--- config.mk ---
export PLATFORM = sky130hd
export DESIGN_NAME = cache_mem_arbiter
export DESIGN_NICKNAME = d
export VERILOG_FILES = /design/src/rtl/cache_mem_arbiter.sv
export SDC_FILE = /design/constraint.sdc
export NUM_CORES = 1
export LEC_CHECK = 0
export CAP_MARGIN = 40
export CORE_AREA = 3 3 536 538
export CTS_CLUSTER_SIZE = 24
export DETAILED_ROUTE_END_ITERATION = 10
export DIE_AREA = 0 0 539 541
export PLACE_DENSITY = 0.3
export SKIP_CTS_REPAIR_TIMING = 1
export SLEW_MARGIN = 20
export SYNTH_ARGS = -nofsm -noshare
export SYNTH_HDL_FRONTEND = slang
export SYNTH_SLANG_ARGS = --single-unit
--- constraint.sdc ---
create_clock -name clk -period 1.6 [get_ports clk]
set_input_delay 0.24 -clock clk [delete_from_list [all_inputs] [get_ports clk]]
set_output_delay 0.24 -clock clk [all_outputs]
set_load 0.02 [all_outputs]
--- src/rtl/cache_mem_arbiter.sv ---
// Arbitrates the single memory-side line port between the I-cache and D-cache miss paths.
// D-cache has fixed priority; a saturating loss counter lets a starved I-cache win the next tie.
module cache_mem_arbiter #(
  parameter int LINE_W       = 256,
  parameter int ADDR_W       = 32,
  parameter int STARVE_LIMIT = 4
) (
  input  logic              clk,
  input  logic              rst,
  input  logic              i_pmem_read,
  input  logic [ADDR_W-1:0] i_pmem_address,
  output logic [LINE_W-1:0] i_pmem_rdata,
  output logic              i_pmem_resp,
  input  logic              d_pmem_read,
  input  logic              d_pmem_write,
  input  logic [ADDR_W-1:0] d_pmem_address,
  input  logic [LINE_W-1:0] d_pmem_wdata,
  output logic [LINE_W-1:0] d_pmem_rdata,
  output logic              d_pmem_resp,
  output logic              mem_read,
  output logic              mem_write,
  output logic [ADDR_W-1:0] mem_address,
  output logic [LINE_W-1:0] mem_wdata,
  input  logic [LINE_W-1:0] mem_rdata,
  input  logic              mem_resp,
  output logic [2:0]        dbg_state,
  output logic [3:0]        dbg_starve_cnt
);

  // Handshake: a cache holds its read/write level-high until the single-cycle *_pmem_resp;
  // memory completes a transfer with a single-cycle mem_resp while mem_read/mem_write is high.

  typedef enum logic [2:0] {
    IDLE    = 3'd0,
    I_READ  = 3'd1,
    D_READ  = 3'd2,
    D_WRITE = 3'd3,
    DONE    = 3'd4
  } state_t;

  localparam logic [3:0] LIMIT = 4'(STARVE_LIMIT);

  state_t            state, state_next;
  logic [3:0]        starve_cnt, starve_next;
  logic [ADDR_W-1:0] lat_addr, addr_next;
  logic [LINE_W-1:0] lat_wdata, wdata_next;
  logic              d_pend;
  logic              starved;
  logic              i_win;

  assign d_pend  = d_pmem_read | d_pmem_write;
  assign starved = (starve_cnt == LIMIT);
  assign i_win   = i_pmem_read & (~d_pend | starved);

  always_ff @(posedge clk) begin
    if (rst) begin
      state      <= IDLE;
      starve_cnt <= '0;
      lat_addr   <= '0;
      lat_wdata  <= '0;
    end else begin
      state      <= state_next;
      starve_cnt <= starve_next;
      lat_addr   <= addr_next;
      lat_wdata  <= wdata_next;
    end
  end

  always_comb begin
    state_next  = state;
    starve_next = starve_cnt;
    addr_next   = lat_addr;
    wdata_next  = lat_wdata;
    case (state)
      IDLE: begin
        if (i_win) begin
          state_next  = I_READ;
          addr_next   = i_pmem_address;
          starve_next = '0;
        end else if (d_pend) begin
          state_next = d_pmem_write ? D_WRITE : D_READ;
          addr_next  = d_pmem_address;
          if (d_pmem_write) wdata_next = d_pmem_wdata;
          if (i_pmem_read && !starved) starve_next = starve_cnt + 4'd1;
        end
        // A loss only counts while the I-cache is actually waiting.
        if (!i_pmem_read) starve_next = '0;
      end
      I_READ, D_READ, D_WRITE: begin
        if (mem_resp) state_next = DONE;
      end
      DONE:    state_next = IDLE;
      default: state_next = IDLE;
    endcase
  end

  // Memory-side strobes decode straight from the state register, so reset clears them next cycle.
  assign mem_read     = (state == I_READ) || (state == D_READ);
  assign mem_write    = (state == D_WRITE);
  assign mem_address  = lat_addr;
  assign mem_wdata    = lat_wdata;

  assign i_pmem_resp  = (state == I_READ) && mem_resp;
  assign d_pmem_resp  = ((state == D_READ) || (state == D_WRITE)) && mem_resp;
  assign i_pmem_rdata = i_pmem_resp ? mem_rdata : '0;
  assign d_pmem_rdata = d_pmem_resp ? mem_rdata : '0;

  assign dbg_state      = state;
  assign dbg_starve_cnt = starve_cnt;

  // A simultaneous D read and writeback is a D-cache bug; the write would win.
  always_ff @(posedge clk) begin
    if (!rst && state == IDLE) assert (!(d_pmem_read && d_pmem_write));
  end

endmodule
==> results of run 1 <==
-- registers in the layout, summed over array words and instances (netlist names) --
signal	flops
mem_address	32
dbg_starve_cnt	4
dbg_state	3
mem_wdata	256
-- where the power goes --
group	total [W]	internal [W]	switching [W]
logic	0.0144	0.00688	0.00756
registers	0.00866	0.00816	0.000499
clock network	0.0108	0.00626	0.00455
total	0.0339	0.0213	0.0126
-- stage by stage --
stage / TNS, ns / total power (W) / utilization (%) / instances
after detailed placement: -440.76 / 0.0226 / 14.0 / 7084
after global placement: -431.54 / 0.0227 / 14.0 / 7084
after floorplan: -8.88 / 0.0138 / - / 1928
after global routing: -545.64 / 0.0356 / 15.2 / 7238
after CTS: -633.58 / 0.0340 / 14.6 / 7165
final: -445.24 / 0.0339 / 15.2 / 7251
-- cell usage after synthesis, types with 3 or more instances --
master                     number
sky130_fd_sc_hd__nand3_1       34
sky130_fd_sc_hd__and3b_1        3
sky130_fd_sc_hd__nand2_1        4
sky130_fd_sc_hd__dfxtp_1      295
sky130_fd_sc_hd__a311oi_2      30
sky130_fd_sc_hd__nand2b_1     513
sky130_fd_sc_hd__buf_2         18
sky130_fd_sc_hd__clkbuf_1     126
sky130_fd_sc_hd__buf_6         31
sky130_fd_sc_hd__mux2i_1      256
sky130_fd_sc_hd__nand4_1        3
sky130_fd_sc_hd__a21oi_1       34
sky130_fd_sc_hd__nor2_1         4
sky130_fd_sc_hd__o211ai_1      32
sky130_fd_sc_hd__and2_1       513
sky130_fd_sc_hd__a31oi_1        3
-- routing by layer --
metal  part of all wire (%)  global-route usage (%)
met5                  0.093                       0
met4                    1.3                    1.34
met3                     11                    7.56
met2                     46                    24.2
met1                     42                    17.6
-- final cells by class --
class / instances / area [um2]
tap: 3743 / 4680
fill: 31900 / 239000
sequential: 295 / 5920
inverter: 2 / 7.51
antenna: 15 / 37.5
clock inverter: 18 / 268
multi-input combinational: 1452 / 11200
timing repair buffer: 1663 / 19700
clock buffer: 63 / 1270
-- worst register-to-register path, cell delays in order, from the launching register on --
cell and delay [ns]:
sky130_fd_sc_hd__dfxtp_2 0.32, sky130_fd_sc_hd__buf_4 0.17, sky130_fd_sc_hd__nor3_4 0.21, sky130_fd_sc_hd__and3_4 0.32, sky130_fd_sc_hd__buf_12 0.24, sky130_fd_sc_hd__buf_12 0.26
sky130_fd_sc_hd__mux2i_1 0.22
-- logic make-up (layout without fill, tap and decap cells) --
family          after synthesis  count (layout)
simple gates               1089            1089
flops                       295             295
mux                         256             256
buf+inv                     181            1746
compound gates              104             104
fa+ha+maj                     2               2
xor+xnor                      1               1
other cells                   0              15
-- final timing paths --
path / start / to / slack (ns)
hold reg to reg: mem_wdata[141] / mem_wdata[141] / 0.47
hold / removal: rst / mem_wdata[192] / 0.09
setup / recovery: dbg_state[2] / d_pmem_rdata[76] / -0.87
setup reg to reg: dbg_state[2] / mem_wdata[56] / -0.23
==> results by stage, run 1 <==
Routing:
- The average detailed-routed wire length per instance is 32.0 um.
- The via count is 20700.
- The number of violations reported at the end of detailed-routing iteration 0 is 834.
- Before antenna repair, the detailed router went through 4 iterations.
- The DRC violation count after routing is 0.
- In this run the remaining antenna-violating nets after routing total 0.
- The total detailed-routing wirelength is 232 mm.
- The routed via count divided by cell count is 2.85.

Clock network:
- The clock tree from TritonCTS is built.
- The clock root buffer is sky130_fd_sc_hd__clkbuf_16.
- The clock latency on the worst-skew pair is 0.68 ns.
- Counting the buffers created by CTS gives 46.
- The tree built by TritonCTS fans out to 295 sinks.
- The number of buffers on the longest clock path is 3.
- CTS built an H-tree with a depth of 2.
- The clock-pin transition on the worst setup and hold timing paths is 0.05 ns.

Synth:
- After Yosys synthesis, XOR and XNOR cells account for 0.0511% of the synthesized area.
- Sorting the synthesized cells by area gives the leading types as sky130_fd_sc_hd__dfxtp_1, sky130_fd_sc_hd__and2_1, sky130_fd_sc_hd__nand2b_1.
- Multiplexer cells account for 14.9% of the synthesized area.
- In this run, distinct cell masters in the synthesized netlist total 39.
- The post-synthesis instance area is 0.0172 mm2.
- The post-synthesis net count is 2512.
- In this run the biggest area consumer among cell types represents 34.4% of the synthesized area.
- A synthesized cell averages 8.90 um2.
- The Yosys step of the flow raised 0 warnings.
- The fraction of the mapped netlist area in compound gates is 5.35%.
- After Yosys synthesis, and, or, nand and nor cells account for 39.6% of the synthesized area.
- After Yosys synthesis, full adders, half adders and majority gates account for 0.146% of the synthesized area.
- Of the synthesized area, sequential elements account for 34.4%.
- By area, the combinational part of the netlist is dominated by simple AND/OR/NAND/NOR gates.
- The synthesized design spends more area on one cell type than any other, namely sky130_fd_sc_hd__dfxtp_1.
- For this run, the leading register cell type out of synthesis is sky130_fd_sc_hd__dfxtp_1.
- The number of enable-type register cells in the synthesized netlist is 0.
- After synthesis the netlist holds a flip-flop and latch count of 295.
- The post-synthesis instance total is 1928.
- The share of async-settable or async-resettable flops after synthesis is 0%.

Floorplanning:
- The placeable core area is 0.283 mm2.
- In this run the horizontal extent of the chip is 539 um.
- The floorplan die area is 0.292 mm2.
- The starting density of the core is 6.07%.
- The initialized floorplan defines 195 standard-cell rows.
- The die is 541 um tall.
- For this design the top-level I/O count stands at 1393.

Worst setup path:
- The critical path class is reg -> out.
- The delay of the slowest cell on the worst path is 0.32 ns.
- The instance count on the critical path is 8.
- Data arrives at the worst endpoint at 2.23 ns.
- The cell that appears most often on the critical path is sky130_fd_sc_hd__buf_12.
- Walking the worst path, the cells encountered are and3b_4 -> buf_12 -> buf_4 -> buf_8 -> clkbuf_16 -> buf_12 -> and2_4 -> buf_6.
- The required arrival time at the worst endpoint is 1.36 ns.
- The count of buffering cells on the critical path with inverters included is 6.
- The standard cell with the maximum stage delay on the critical path is sky130_fd_sc_hd__dfxtp_2.
- Of all nets on the critical path, the largest fanout is 8.
- The number of cells traversed by the worst register-to-register path is 6.
- Broken down by cell family, the worst path's largest delay share belongs to buffers and inverters.
- The critical path startpoint category is a flip-flop.
- The kind of end point of the critical path is an output pin.

Power:
- The leakage power figure is 17.2 nW.
- VDD sags by at most 0.000629 V.
- Dividing total power by cell area gives a power density of 787 mW/mm2.

Placement:
- In this run the cell area measured after placement is 0.0396 mm2.
- The setup slack at placement is -0.951 ns.
- The HPWL reported at the end of detailed placement is 202 mm.
- The port buffer count is 1392.
- Routability-driven placement finished with a final weighted congestion of 0.864.

Global routing:
- The via count of the first global-routing pass was 20800.
- The initial antenna violation count is 126.
- The global-route wire length before repair is 273 mm.
- Entering global routing, the biggest net connects 71 pins.
- The overall global routing resource usage is 14.7%.
- After global routing the overflow that remains totals 0.

Timing:
- Once routing completed, OpenROAD measured the worst setup slack at -0.872 ns.
- After layout, the minimum clock period comes to 2.47 ns.
- Dividing the final minimum period by the clock period gives 155%.
- The hold violation count in the final report is 0.
- At the pin with the least slew margin, the transition time is 0.574 ns.
- On the final layout, the worst clock skew is 0.0444 ns.
- Setup repair after global routing could not meet its margin everywhere.
- The number of pins exceeding their max-slew limit in the final report was 0.
- The final count of negative-setup-slack endpoints is 924.
- The worst slew margin relative to its limit is 61.6%.
- The maximum clock rate is 0.404 GHz.
- On the final layout, the worst hold slack is 0.0887 ns.

Cells and area:
- The library cell used most frequently in the layout, excluding fill and tap cells, is sky130_fd_sc_hd__clkdlybuf4s50_1.
- The final net count is 4044.
- Leaving out fill and tap cells, the most frequent cells in the layout are sky130_fd_sc_hd__clkdlybuf4s50_1, sky130_fd_sc_hd__nand2b_1, sky130_fd_sc_hd__buf_4.
- After routing the design area is 0.0431 mm2.
- The share of post-route cells with drive strength above 1 is 43.4%.
- The area added between synthesis and finish is 151%.

Status:
- The run finished, with violations left.
- The final reports fail on setup timing.

Run:
- Max-cap violations in this run came to 0.

Min path:
- The tightest min-delay check is of the in -> reg type.
- Counting instances, the worst hold path has a depth of 3.
Note: power is estimated with default switching activity, not from simulation.
==> run 2: changes to the inputs <==
--- a/config.mk
+++ b/config.mk
@@ -10,7 +10,7 @@
 export CTS_CLUSTER_SIZE = 24
 export DETAILED_ROUTE_END_ITERATION = 10
 export DIE_AREA = 0 0 539 541
-export PLACE_DENSITY = 0.3
+export PLACE_DENSITY_LB_ADDON = 0.1
 export SKIP_CTS_REPAIR_TIMING = 1
 export SLEW_MARGIN = 20
 export SYNTH_ARGS = -nofsm -noshare
==> run 2 against run 1 <==
Effect of this change: the flow still finishes with violations (setup timing); non-clock buffer count decreased by 35; count of clock-buffer cells in the layout is 10 higher; worst hold slack improved by 0.059 ns; combinational power shrank 9.7%; utilization down 0.58 points; die area unchanged; sequential share of layout area grew 0.55 points; global-route usage down 1.8 points; design area down 3.8%; cell count decreased by 0.26%; largest cell class unchanged.
==> results by stage, run 2 (synthesized netlist as in run 1, its figures left out) <==
Worst setup path:
- STA classifies the critical path endpoint as an output pin.
- In this run the worst path has a maximum fanout of 8.
- The startpoint of the worst register-to-register path is dbg_state[2].
- The critical path startpoint category is an input pin.
- The required arrival time at the worst endpoint is 1.36 ns.
- On the critical path, the stage with the largest delay is an instance of sky130_fd_sc_hd__clkdlybuf4s50_1.
- The arrival time of data at the critical path endpoint is 2.28 ns.
- The instance count on the critical path is 9.
- The critical path's top delay family is buffers and inverters.
- The critical path class is in -> out.
- The cell that appears most often on the critical path is sky130_fd_sc_hd__buf_12.
- The delay of the slowest cell on the worst path is 0.59 ns.
- The launch point of the worst path is mem_resp.
- Measured in cells, the most critical reg-to-reg path has a length of 7.
- Counting both buffers and inverters, the worst setup path holds a total of 7.
- The critical path goes through clkdlybuf4s50_1 -> buf_12 -> and3b_4 -> buf_12 -> buf_12 -> clkbuf_16 -> buf_4 -> and2_2 -> buf_12.

Global routing:
- The initial antenna violation count is 107.
- Across every metal layer, demand over resource in global routing totals 12.9%.
- The largest net degree at the start of global routing is 52.
- After global routing the overflow that remains totals 0.
- The via count of the first global-routing pass is 20400.
- The first global-routing pass estimated 247 mm of wire.

Routing:
- The average detailed-routed wire length per instance is 27.6 um.
- The via count is 19700.
- The count of nets left with antenna violations once routing finished came out at 0.
- The number of violations reported at the end of detailed-routing iteration 0 is 759.
- The DRC violation count after routing is 0.
- The first detailed-routing pass took 4 iterations.
- The routed via count divided by cell count is 2.72.
- The total detailed-routing wirelength is 200 mm.

Floorplanning:
- The starting density of the core is 6.07%.
- The placeable core area is 0.283 mm2.
- The die covers 0.292 mm2.
- In this run the vertical extent of the chip is 541 um.
- The floorplan row count is 195.
- The top-level port count is 1393.
- The floorplan step set the die width to 539 um.

Placement:
- The routability congestion estimate is 0.832.
- The HPWL reported at the end of detailed placement is 173 mm.
- The port buffer count is 1392.
- At the placement stage, the worst setup path has a slack of -1.31 ns.

Cells and area:
- The library cell used most frequently in the layout, excluding fill and tap cells, is sky130_fd_sc_hd__clkdlybuf4s50_1.
- The register with the most flip-flops in the layout has 256 of them.
- The top cell types in the final layout, fill and taps aside, are sky130_fd_sc_hd__clkdlybuf4s50_1, sky130_fd_sc_hd__nand2b_1, sky130_fd_sc_hd__and2_2.
- The share of post-route cells with drive strength above 1 is 37.6%.
- The area added between synthesis and finish is 142%.
- Counting the fill cells in the layout gives 32000.
- In the final design database the tool counted 4010 nets.

Timing:
- The number of pins exceeding their max-slew limit in the final report is 0.
- The final count of negative-setup-slack endpoints is 1028.
- Setup repair after global routing could not meet its margin everywhere.
- The time the worst path needs with I/O delays and setup is 2.52 ns.
- On the final layout, the worst hold slack is 0.148 ns.
- The clock skew is 0.0205 ns.
- The slew of the pin with the lowest slew margin is 0.466 ns.
- Static timing analysis puts the maximum clock frequency at 0.396 GHz.
- The hold violation count in the final report is 0.
- The worst slew margin relative to its limit is 68.9%.
- The least setup slack across all paths after layout is -0.924 ns.
- The final critical path takes up 158% of the cycle.

Clock network:
- The clock latency on the worst-skew pair is 0.63 ns.
- For this design, the sink count on the clock tree is 295.
- Clock-pin slew was measured on the worst setup and hold paths at 0.06 ns.
- The CTS H-tree depth is 2.
- The tree is rooted in a sky130_fd_sc_hd__clkbuf_16.
- The clock passes through at most 3 buffers.
- The clock tree from TritonCTS is built.
- The number of buffers added by the clock tree synthesis step is 47.

Status:
- The run finished, with violations left.
- The checks that failed: setup timing.

Power:
- In this run the static leakage power is 17.4 nW.
- IR analysis of the VDD net gives a maximum drop of 0.000700 V.
- For this design the ratio of total power to cell area is 778 mW/mm2.

Min path:
- The worst hold path was traced through 3 stages.
- The startpoint of the tightest hold check path is rst.
- The classification of the worst-slack hold path is in -> reg.

Run:
- The tool flagged a number of max-cap violations equal to 0.
run 2: area by class of cell:
| class | instances | area (um2) | area share [%] |
|---|---|---|---|
| timing repair buffer | 1628 | 18300 | 44.1 |
| sequential | 295 | 5920 | 14.3 |
| tap | 3743 | 4680 | 11.3 |
| inverter | 2 | 7.51 | 0.0181 |
| multi-input combinational | 1452 | 11000 | 26.5 |
| clock inverter | 13 | 106 | 0.257 |
| antenna | 26 | 65.1 | 0.157 |
| clock buffer | 73 | 1410 | 3.41 |
run 2: worst reg2reg max path: stages, from the launching register on:
cell,delay [ns]
sky130_fd_sc_hd__dfxtp_4,0.37
sky130_fd_sc_hd__buf_4,0.18
sky130_fd_sc_hd__nor3_4,0.19
sky130_fd_sc_hd__and3_4,0.21
sky130_fd_sc_hd__buf_12,0.17
sky130_fd_sc_hd__buf_12,0.26
sky130_fd_sc_hd__buf_12,0.21
sky130_fd_sc_hd__mux2i_1,0.22
run 2: worst paths after layout:
path / slack, ns / end
worst min register to register: 0.47 / mem_wdata[200]
worst max register to register: -0.29 / mem_wdata[132]
worst max-delay path: -0.92 / d_pmem_rdata[227]
worst min-delay path: 0.15 / mem_wdata[17]
run 2: metrics by stage:
stage,total power [W],instances,TNS (ns),util [%],cell area (um2)
2_1_floorplan,0.0138,1928,-8.88,-,17900
3_3_place_gp,0.0221,7088,-677.46,13.9,39200
3_5_place_dp,0.0220,7088,-670.41,13.9,39200
4_1_cts,0.0332,7174,-713.01,14.4,40700
5_1_grt,0.0340,7206,-603.10,14.6,41400
6_report,0.0322,7232,-501.54,14.7,41400
run 2: per-layer routing:
| layer | share of wire, % | GRT usage [%] | vias to the layer above |
|---|---|---|---|
| li1 | - | - | 9296 |
| met1 | 44 | 16.2 | 9251 |
| met2 | 45 | 20.7 | 854 |
| met3 | 10 | 6.29 | 218 |
| met4 | 1.1 | 1.20 | 70 |
| met5 | 0.22 | 0 | - |
run 2: where the power goes:
| group | switching [W] | internal [W] |
|---|---|---|
| logic | 0.00660 | 0.00644 |
| clock network | 0.00443 | 0.00608 |
| registers | 0.000529 | 0.00816 |
==> run 3: changes to the inputs <==
--- a/config.mk
+++ b/config.mk
@@ -6,10 +6,10 @@
 export NUM_CORES = 1
 export LEC_CHECK = 0
 export CAP_MARGIN = 40
-export CORE_AREA = 3 3 536 538
+export CORE_AREA = 3 3 534 536
 export CTS_CLUSTER_SIZE = 24
 export DETAILED_ROUTE_END_ITERATION = 10
-export DIE_AREA = 0 0 539 541
+export DIE_AREA = 0 0 537 539
 export PLACE_DENSITY_LB_ADDON = 0.1
 export SKIP_CTS_REPAIR_TIMING = 1
 export SLEW_MARGIN = 20
==> constraint.sdc (replaced) <==
create_clock -name clk -period 2.65 [get_ports clk]
set_input_delay 0.3975 -clock clk [delete_from_list [all_inputs] [get_ports clk]]
set_output_delay 0.3975 -clock clk [all_outputs]
set_load 0.02 [all_outputs]
==> run 3 against run 2 <==
Effect of this change: the flow still finishes with violations (setup timing); worst setup slack better by 0.83 ns; combinational power fell by 35%; non-clock buffer count shrank 18; clock skew grew 0.012 ns; critical path type is now reg -> out; count of clock-buffer cells in the layout grew 4.
==> results by stage, run 3 (synthesized netlist as in run 1, its figures left out) <==
Cells and area:
- The top cell types in the final layout, fill and taps aside, are sky130_fd_sc_hd__clkdlybuf4s50_1, sky130_fd_sc_hd__nand2b_1, sky130_fd_sc_hd__and2_1.
- The share of post-route cells with drive strength above 1 is 26.2%.
- The area growth from synthesis to layout is 147%.
- The end-of-flow core utilization is 15.1%.
- Leaving out fill and tap cells, the most frequent cell in the layout is sky130_fd_sc_hd__clkdlybuf4s50_1.
- For this run, the number of standard cells in the final layout without fillers is 7243.
- The final net count is 3994.
- The register with the most flip-flops in the layout has 256 of them.

Clock network:
- The CTS H-tree depth is 2.
- The clock sink total is 295.
- Clock-pin slew was measured on the worst setup and hold paths at 0.05 ns.
- Counting along the longest clock path gives a buffer depth of 3.
- The clock root buffer is sky130_fd_sc_hd__clkbuf_16.
- TritonCTS built the clock tree.
- Counting the buffers created by CTS gives 49.
- The clock reaches the later pin of the worst-skew pair after 0.66 ns.

Floorplanning:
- After floorplanning, the core was sized to cover 0.281 mm2.
- The floorplan die area is 0.289 mm2.
- The width of the chip is 537 um.
- The floorplan step set the die height to 539 um.
- The initialized floorplan defines 195 standard-cell rows.
- During I/O placement, the number of pins put on the boundary was 1393.
- The starting density of the core is 6.10%.

Worst setup path:
- The most critical setup path has its endpoint at i_pmem_rdata[78].
- The number of cells on the worst reg-to-reg path is 7.
- The critical path is of the reg -> out type.
- The startpoint of the worst register-to-register path is dbg_starve_cnt[0].
- For the worst setup path, the data required time is 2.25 ns.
- The critical path starts at dbg_state[1].
- Across all register-to-register paths, the minimum setup slack is 0.44 ns.
- The critical path startpoint category is a flip-flop.
- The maximum fanout along the worst path is 7.
- At the worst endpoint, the arrival time is 2.35 ns.
- The kind of end point of the critical path is an output pin.
- The capture instance of the worst register-to-register path is mem_wdata[157].

Routing:
- The via count is 20700.
- The remaining number of nets flagged by the antenna check after routing is 0.
- In the routed design, unresolved DRC markers number 0.
- The average detailed-routed wire length per instance is 33.3 um.
- The number of violations reported at the end of detailed-routing iteration 0 is 868.
- In the routed layout, each cell is associated on average with a via count of 2.85.
- Summed over all layers, the routed wires come to 241 mm.
- Before antenna repair, the detailed router went through 5 iterations.

Placement:
- Once detailed placement completed, the half-perimeter wirelength came to 209 mm.
- The number of cells after detailed placement is 7036.
- The routability congestion estimate is 0.890.
- The setup slack at placement is -0.383 ns.
- The port buffer count is 1392.

Timing:
- The least setup slack across all paths after layout is -0.0940 ns.
- The hold violation count in the final report is 0.
- The time the worst path needs with I/O delays and setup is 2.74 ns.
- For the final database, setup skew stands at 0.0329 ns.
- The worst slew margin relative to its limit is 35.5%.
- Setup repair after global routing could not meet its margin everywhere.
- At the pin with the least slew margin, the transition time is 0.965 ns.
- Setup violations remaining at the end of the flow were counted as 32.
- The post-route clock period utilization is 104%.
- The number of pins exceeding their max-slew limit in the final report came to 0.
- Static timing analysis puts the maximum clock frequency at 0.364 GHz.

Power:
- In this run the static leakage power is 17.6 nW.
- The total power consumption of the routed design is 0.0204 W.
- The total power per unit cell area is 482 mW/mm2.
- The worst-case IR drop observed on VDD is 0.000442 V.

Global routing:
- The first global-routing pass estimated 284 mm of wire.
- Global routing finished with a remaining overflow of 0.
- The initial antenna violation count is 172.
- The overall global routing resource usage is 15.6%.
- The largest net degree at the start of global routing is 107.
- The via count of the first global-routing pass came to 20800.

Min path:
- In this run the worst hold path is classified as in -> reg.

Run:
- Max-cap violations in this run came to 0.

Status:
- The run finished, with violations left.
- The checks that failed: setup timing.
-- run 3: worst min path at each step --
stage | start | endpoint | depth (start not counted)
3_5_place_dp | mem_wdata[66] | mem_wdata[66] | 2
6_report | i_pmem_read | dbg_state[0] | 3
4_1_cts | i_pmem_read | dbg_state[0] | 3
2_1_floorplan | mem_wdata[0] | mem_wdata[0] | 2
3_3_place_gp | mem_wdata[71] | mem_wdata[71] | 2
5_1_grt | i_pmem_read | dbg_state[0] | 3
-- run 3: critical path, stage by stage, from the launching register on --
cell,delay (ns)
sky130_fd_sc_hd__dfxtp_2,0.32
sky130_fd_sc_hd__and4bb_4,0.35
sky130_fd_sc_hd__buf_12,0.17
sky130_fd_sc_hd__buf_12,0.12
sky130_fd_sc_hd__buf_6,0.08
sky130_fd_sc_hd__buf_6,0.11
sky130_fd_sc_hd__buf_12,0.12
sky130_fd_sc_hd__buf_8,0.11
sky130_fd_sc_hd__and2_4,0.18
sky130_fd_sc_hd__buf_6,0.13
-- run 3: power breakdown --
part	total [W]	internal [W]	switching, W
combinational	0.00839	0.00395	0.00444
sequential	0.00523	0.00493	0.000303
clock	0.00678	0.00400	0.00278
-- run 3: area by class of cell --
class / count / area, um2
Antenna cell: 53 / 133
Clock buffer: 77 / 1510
Multi-Input combinational cell: 1452 / 10700
Inverter: 2 / 7.51
Clock inverter: 11 / 126
Fill cell: 31600 / 239000
Timing Repair Buffer: 1610 / 19200
Sequential cell: 295 / 5910
Tap cell: 3743 / 4680
-- run 3: per-stage QoR --
stage,TNS (ns),hold slack (ns),cell area (um2)
2_1_floorplan,0,0.546,17200
3_3_place_gp,-29.61,0.460,38400
3_5_place_dp,-29.23,0.462,38500
4_1_cts,-90.89,0.169,40100
5_1_grt,-11.86,0.229,42200
6_report,-0.919,0.261,42300
-- run 3: metal layers --
metal / vias up / part of all wire, % / GRT usage, %
met2: 1075 / 47 / 26.5
met3: 308 / 11 / 6.96
met1: 9882 / 40 / 17.9
li1: 9300 / - / -
met4: 100 / 2.6 / 2.99
met5: - / 0.26 / 0
